File: src/rtl/pe_flow_ctl.sv
// Processing-element flow controller: fills operand pads, steps the loop nest and pops reused operands.
// Latency: pointer, index and occupancy updates land the cycle after the fire; acks and ready are combinational from state and occupancy.
// Backpressure: operand ack drops when a pad is full; main ready drops while any pad is empty; i_stall freezes the job.
module pe_flow_ctl #(
    parameter int NOPND  = 2,
    parameter int NDEPTH = 4,
    parameter int IDXDW  = 8,
    parameter int ADDRW  = 5
) (
    input  logic                                  i_clk,
    input  logic                                  i_rst,
    input  logic                                  i_start,
    input  logic                                  i_stall,
    input  logic                                  i_abort,
    input  logic [NDEPTH*IDXDW-1:0]               i_loop_size,
    input  logic [NOPND*(ADDRW+1)-1:0]            i_pad_size,
    input  logic [NOPND*$clog2(NDEPTH+1)-1:0]     i_pop_lvl,
    input  logic [NOPND-1:0]                      i_opnd_rdy,
    output logic [NOPND-1:0]                      o_opnd_ack,
    output logic                                  o_main_rdy,
    input  logic                                  i_main_ack,
    output logic [NOPND*ADDRW-1:0]                o_waddr,
    output logic [NOPND*ADDRW-1:0]                o_raddr,
    output logic [NOPND-1:0]                      o_write,
    output logic [NOPND-1:0]                      o_read,
    output logic [NDEPTH*IDXDW-1:0]               o_loop_idx,
    output logic [NDEPTH-1:0]                     o_loop_end,
    output logic [2:0]                            o_state,
    output logic                                  o_done
);

    localparam int PLW  = $clog2(NDEPTH+1);
    localparam int OCCW = ADDRW + 1;
    localparam logic [OCCW-1:0]  OCC1 = OCCW'(1);
    localparam logic [ADDRW-1:0] ADR1 = ADDRW'(1);
    localparam logic [IDXDW-1:0] IDX1 = IDXDW'(1);

    typedef enum logic [2:0] {
        IDLE  = 3'd0,
        INIT  = 3'd1,
        WORK  = 3'd2,
        STALL = 3'd3,
        DONE  = 3'd4
    } state_t;

    state_t state, state_nxt;

    logic [IDXDW-1:0] size_q [NDEPTH];
    logic [IDXDW-1:0] idx_q  [NDEPTH];
    logic [OCCW-1:0]  pad_q  [NOPND];
    logic [OCCW-1:0]  occ_q  [NOPND];
    logic [PLW-1:0]   plvl_q [NOPND];
    logic [ADDRW-1:0] wptr_q [NOPND];
    logic [ADDRW-1:0] rptr_q [NOPND];

    logic [NDEPTH-1:0] lvl_end;
    logic [NDEPTH:0]   pre_end;
    logic [NOPND-1:0]  ack, has_data, ofire, pop;
    logic              main_rdy, main_fire, final_fire;

    function automatic logic [ADDRW-1:0] ptr_nxt(input logic [ADDRW-1:0] p, input logic [OCCW-1:0] sz);
        return ({1'b0, p} == sz - OCC1) ? '0 : p + ADR1;
    endfunction

    // pre_end[j]: every level below j sits on its last index (size 0 behaves as 1)
    always_comb begin
        pre_end = '0;
        pre_end[0] = 1'b1;
        for (int j = 0; j < NDEPTH; j++) begin
            lvl_end[j]     = (idx_q[j] == ((size_q[j] == '0) ? '0 : size_q[j] - IDX1));
            pre_end[j + 1] = pre_end[j] & lvl_end[j];
        end
    end

    always_comb begin
        for (int k = 0; k < NOPND; k++) begin
            ack[k]      = (state == WORK) && (occ_q[k] < pad_q[k]);
            has_data[k] = (occ_q[k] != '0);
            ofire[k]    = ack[k] & i_opnd_rdy[k];
        end
        main_rdy   = (state == WORK) && (&has_data);
        main_fire  = main_rdy & i_main_ack;
        final_fire = main_fire & pre_end[NDEPTH];
        // reuse levels beyond NDEPTH behave like NDEPTH (pop once per job)
        for (int k = 0; k < NOPND; k++) begin
            pop[k] = main_fire & pre_end[NDEPTH];
            for (int j = 0; j < NDEPTH; j++) begin
                if (plvl_q[k] == PLW'(j)) pop[k] = main_fire & pre_end[j];
            end
        end
    end

    always_comb begin
        state_nxt = state;
        case (state)
            IDLE:    if (i_start) state_nxt = INIT;
            INIT:    state_nxt = WORK;
            WORK:    if (final_fire) state_nxt = DONE;
                     else if (i_stall) state_nxt = STALL;
            STALL:   if (!i_stall) state_nxt = WORK;
            DONE:    if (i_start) state_nxt = INIT;
            default: state_nxt = IDLE;
        endcase
        if (i_abort) state_nxt = IDLE;
    end

    always_ff @(posedge i_clk or posedge i_rst) begin
        if (i_rst) begin
            state <= IDLE;
            for (int j = 0; j < NDEPTH; j++) begin
                size_q[j] <= '0;
                idx_q[j]  <= '0;
            end
            for (int k = 0; k < NOPND; k++) begin
                pad_q[k]  <= '0;
                occ_q[k]  <= '0;
                plvl_q[k] <= '0;
                wptr_q[k] <= '0;
                rptr_q[k] <= '0;
            end
        end else begin
            state <= state_nxt;
            if (i_abort || state == INIT) begin
                for (int j = 0; j < NDEPTH; j++) idx_q[j] <= '0;
                for (int k = 0; k < NOPND; k++) begin
                    occ_q[k]  <= '0;
                    wptr_q[k] <= '0;
                    rptr_q[k] <= '0;
                end
                if (!i_abort) begin
                    for (int j = 0; j < NDEPTH; j++) size_q[j] <= i_loop_size[j*IDXDW +: IDXDW];
                    for (int k = 0; k < NOPND; k++) begin
                        pad_q[k]  <= i_pad_size[k*OCCW +: OCCW];
                        plvl_q[k] <= i_pop_lvl[k*PLW +: PLW];
                    end
                end
            end else begin
                for (int j = 0; j < NDEPTH; j++) begin
                    if (main_fire && pre_end[j]) idx_q[j] <= lvl_end[j] ? '0 : idx_q[j] + IDX1;
                end
                for (int k = 0; k < NOPND; k++) begin
                    if (ofire[k]) wptr_q[k] <= ptr_nxt(wptr_q[k], pad_q[k]);
                    if (pop[k])   rptr_q[k] <= ptr_nxt(rptr_q[k], pad_q[k]);
                    case ({ofire[k], pop[k]})
                        2'b10:   occ_q[k] <= occ_q[k] + OCC1;
                        2'b01:   occ_q[k] <= occ_q[k] - OCC1;
                        default: occ_q[k] <= occ_q[k];
                    endcase
                end
            end
        end
    end

    for (genvar k = 0; k < NOPND; k++) begin : g_opnd
        assign o_waddr[k*ADDRW +: ADDRW] = wptr_q[k];
        assign o_raddr[k*ADDRW +: ADDRW] = rptr_q[k];
    end
    for (genvar j = 0; j < NDEPTH; j++) begin : g_lvl
        assign o_loop_idx[j*IDXDW +: IDXDW] = idx_q[j];
    end

    assign o_opnd_ack = ack;
    assign o_main_rdy = main_rdy;
    assign o_write    = ofire;
    assign o_read     = {NOPND{main_fire}};
    assign o_loop_end = (state == IDLE) ? '0 : lvl_end;
    assign o_state    = state;
    assign o_done     = (state == DONE);

endmodule

File: config.mk
export PLATFORM = sky130hd
export DESIGN_NAME = pe_flow_ctl
export DESIGN_NICKNAME = d
export VERILOG_FILES = /design/src/rtl/pe_flow_ctl.sv
export SDC_FILE = /design/constraint.sdc
export NUM_CORES = 1
export LEC_CHECK = 0
export BUFFER_PORTS_ARGS = -buffer_cell sky130_fd_sc_hd__buf_4
export CORE_MARGIN = 3
export CORE_UTILIZATION = 45
export DETAILED_ROUTE_END_ITERATION = 10
export PLACE_DENSITY = 0.8
export SYNTH_ARGS = -nofsm -noshare
export SYNTH_HDL_FRONTEND = slang
export SYNTH_SLANG_ARGS = --single-unit
File: constraint.sdc
create_clock -name i_clk -period 4.5 [get_ports i_clk]
set_input_delay 0.675 -clock i_clk [delete_from_list [all_inputs] [get_ports i_clk]]
set_output_delay 0.675 -clock i_clk [all_outputs]
set_load 0.01 [all_outputs]
==> reports/qor.csv <==
metric,value,unit
CP peak stage delay,0.42,ns
Finished Layout Cells,1284,
Slew HR,40.60,%
Fmax,228.0,MHz
CORE AREA,17300,um^2
critical path endpoint category,flop,
fillers,1441,
Post-Syn Area per Cell,8.885,um^2
status,"finished, final reports clean",
WL/cell,16.56,um
number of H-tree levels,4,
Syn. warnings,0,
Worst Max-Slew Pin Slew,0.8877,ns
CTS tree,built,
1st-iter DRT viols,676,
Post-route DRC,0,
number of cell rows,48,
worst setup path startpoint,size_q[25],
Die ar.,19360,um^2
clock buffer depth,2,
Synth cell types,85,
Total Routing Usage GR,21.26,%
share of the yosys chip area belonging to registers,36.69,%
min-delay worst type,in2async,
synth-to-layout area growth,28.15,%
number of flops mapped to enable cells by yosys,0,
Post-DRT Antenna Nets,0,
r2r setup slk,0.11,ns
Hold WS,0.3479,ns
GP Congestion,0.9016,
Max-Cap Viols,0,
CTS Root Buffer Type,clkbuf_16,
Post-Synthesis Cell Area,7979,um^2
clk sink count,117,
critical path data required time,4.86,ns
"Slew Viols, Final",0,
Die Y,139.2,um
Critical-path top delay cell,dfrtp_1,
syn_nets,992,
Nets,1140,
IO Pins,125,
Final HPWL DP,14850,um
maximum VDD drop,0.2970,mV
vias in the first global route,6982,
clock skew,0.01757,ns
cts bufs inserted,17,
final period utilization,97.48,%
GR Overflow Total,0,
global-route wire length before repair,34120,um
RSZ-0062 raised after global routing,true,
ys async rst share,100.0,%
final WL,21270,um
r2r worst-path depth,21,
Final Hold Fails,0,
Reg2Reg Launch Point,size_q[25],
"CTS clk-pin slew, worst paths",0.06,ns
Crit Path Max Fanout,5,
crit path launch type,flop,
die width,139.2,um
Final Setup Violations,0,
Synth area leader,dfrtp_1,
Worst Setup Path Type,reg2reg,
clk_lat worst skew,0.43,ns
synth top area cells,"dfrtp_1 37%, ha_1 5.3%, xnor2_1 4.2%, mux2_2 4.1%, o21ai_0 4.0%",
hold_buf cts,0,
DRT Pass-1 Iters,5,
IO Port Bufs,124,
P_leak,4.614,nW
crit-path cells,"inv_2, ha_4, or3b_4, nor3_4, o221ai_1, and3_1, nor4_4, nand4_4, buf_6, o21ai_2, a21oi_2, inv_1, ha_4, buf_6, ha_4, a21o_1, a21o_1, a21oi_2, xor2_1, or3_1, a21oi_2",
Synth top area share,36.69,%
layout cells sized above 1,27.95,%
Vias,7403,
Worst EP arrival,4.74,ns
Vias/cell,5.766,
"FF+latch count, synth",117,
RR Endpoint,occ_q[5],
top_reg_cell synth,dfrtp_1,
final worst path period need,4.386,ns
pwr/cell area,560.7,nW/um^2
Starting Density,46.13,%
largest net degree at the start of global routing,73,
initial antenna violation count,0,
Diodes inserted,0,
Mapped Cells,898,
placed insts,1236,
[sequential cells by signal, indices dropped and copies added (netlist names)]
register    count
o_state         3
pad_q          12
o_loop_idx     32
o_raddr        10
occ_q          12
size_q         32
o_waddr        10
plvl_q          6
[critical path: cells and delay by family (launching register included)]
kind / cells / cell delay (ns)
and+or+nand+nor: 6 / 1.79
AOI/OAI and AO/OA: 7 / 0.98
buffers and inverters: 4 / 0.52
adders and majority gates: 3 / 0.52
DFF: 1 / 0.42
xor gates and xnor gates: 1 / 0.08
[metrics by stage]
stage | worst slack (ns) | utilization (%) | power (mW) | instance area [um^2] | TNS (ns)
after global placement | 0.1095 | 53.43 | 3.882 | 9241 | 0
final | 0.1136 | 59.11 | 5.733 | 10220 | 0
after global routing | -0.1045 | 59.11 | 6.107 | 10220 | -0.1799
after detailed placement | -0.08659 | 53.43 | 3.961 | 9241 | -0.08659
after floorplan | 0.02537 | - | 3.374 | 7979 | 0
after CTS | 0.007491 | 57.34 | 5.490 | 9918 | 0
[final cells by class]
class	count	area, um^2	area share [%]
tap	225	281.5	2.753
timing repair buffer	169	1280	12.52
clock buffer	18	429.2	4.197
inverter	46	175.2	1.713
sequential	117	2929	28.65
multi-input combinational	695	4928	48.20
clock inverter	14	201.4	1.970
[metal layers]
metal | global-route usage (%) | share of wire (%)
met5 | 0 | 0
met4 | 8.342 | 2.1
met3 | 4.586 | 5.8
met2 | 34.95 | 48
met1 | 27.46 | 44
[cells by family (layout without fill, tap and decap cells)]
| group | Yosys count | after routing | synth area share [%] |
|---|---|---|---|
| and+or+nand+nor | 344 | 344 | 23.73 |
| AOI/OAI and AO/OA | 213 | 213 | 17.22 |
| DFF | 117 | 117 | 36.69 |
| buffers and inverters | 86 | 247 | 4.359 |
| xor gates and xnor gates | 69 | 69 | 7.574 |
| adders and majority gates | 36 | 36 | 5.834 |
| muxes | 33 | 33 | 4.595 |
[cells in the mapped netlist, types with 15 or more instances]
cell type,count
nand3_1,43
inv_1,46
clkbuf_1,25
nor3_1,25
nand2_1,71
nand2b_1,15
a21oi_1,32
ha_1,34
o21ai_0,63
xnor2_1,38
o31ai_1,20
mux2_2,29
o21ai_1,18
a21o_1,22
dfrtp_1,117
xor2_1,31
nor2_1,69
[worst max path at each step]
stage | depth (start not counted) | to
2_1_floorplan | 20 | occ_q[5]
3_3_place_gp | 20 | occ_q[11]
3_5_place_dp | 20 | occ_q[11]
4_1_cts | 20 | occ_q[11]
5_1_grt | 21 | occ_q[5]
6_report | 21 | occ_q[5]
[what timing repair did]
| action | 4_1_cts | 5_1_grt |
|---|---|---|
| buffers inserted | 0 | 16 |
| setup endpoints to repair | 1 | 4 |
| resized for setup | 8 | 34 |
| pin swaps | 1 | 24 |
| cloned | 0 | 0 |
[power by group]
| group | internal, mW | switching (mW) |
|---|---|---|
| Clock | 0.932 | 0.527 |
| Sequential | 1.31 | 0.401 |
| Combinational | 1.24 | 1.33 |
[placed cells by master (no fill, tap or decap), types with 8 or more instances in the layout]
cell type  instances
a21o_1            22
a21oi_1           28
and3_1            13
buf_4            166
clkbuf_16         17
dfrtp_1          116
ha_1              27
inv_1             42
mux2_2            29
nand2_1           71
nand2b_1          15
nand3_1           43
nand4_1            8
nor2_1            69
nor2b_1           13
nor3_1            22
o21ai_0           62
o21ai_1           17
o31ai_1           19
or3_1             12
xnor2_1           38
xor2_1            31
Power figures use the tool's default switching activity.
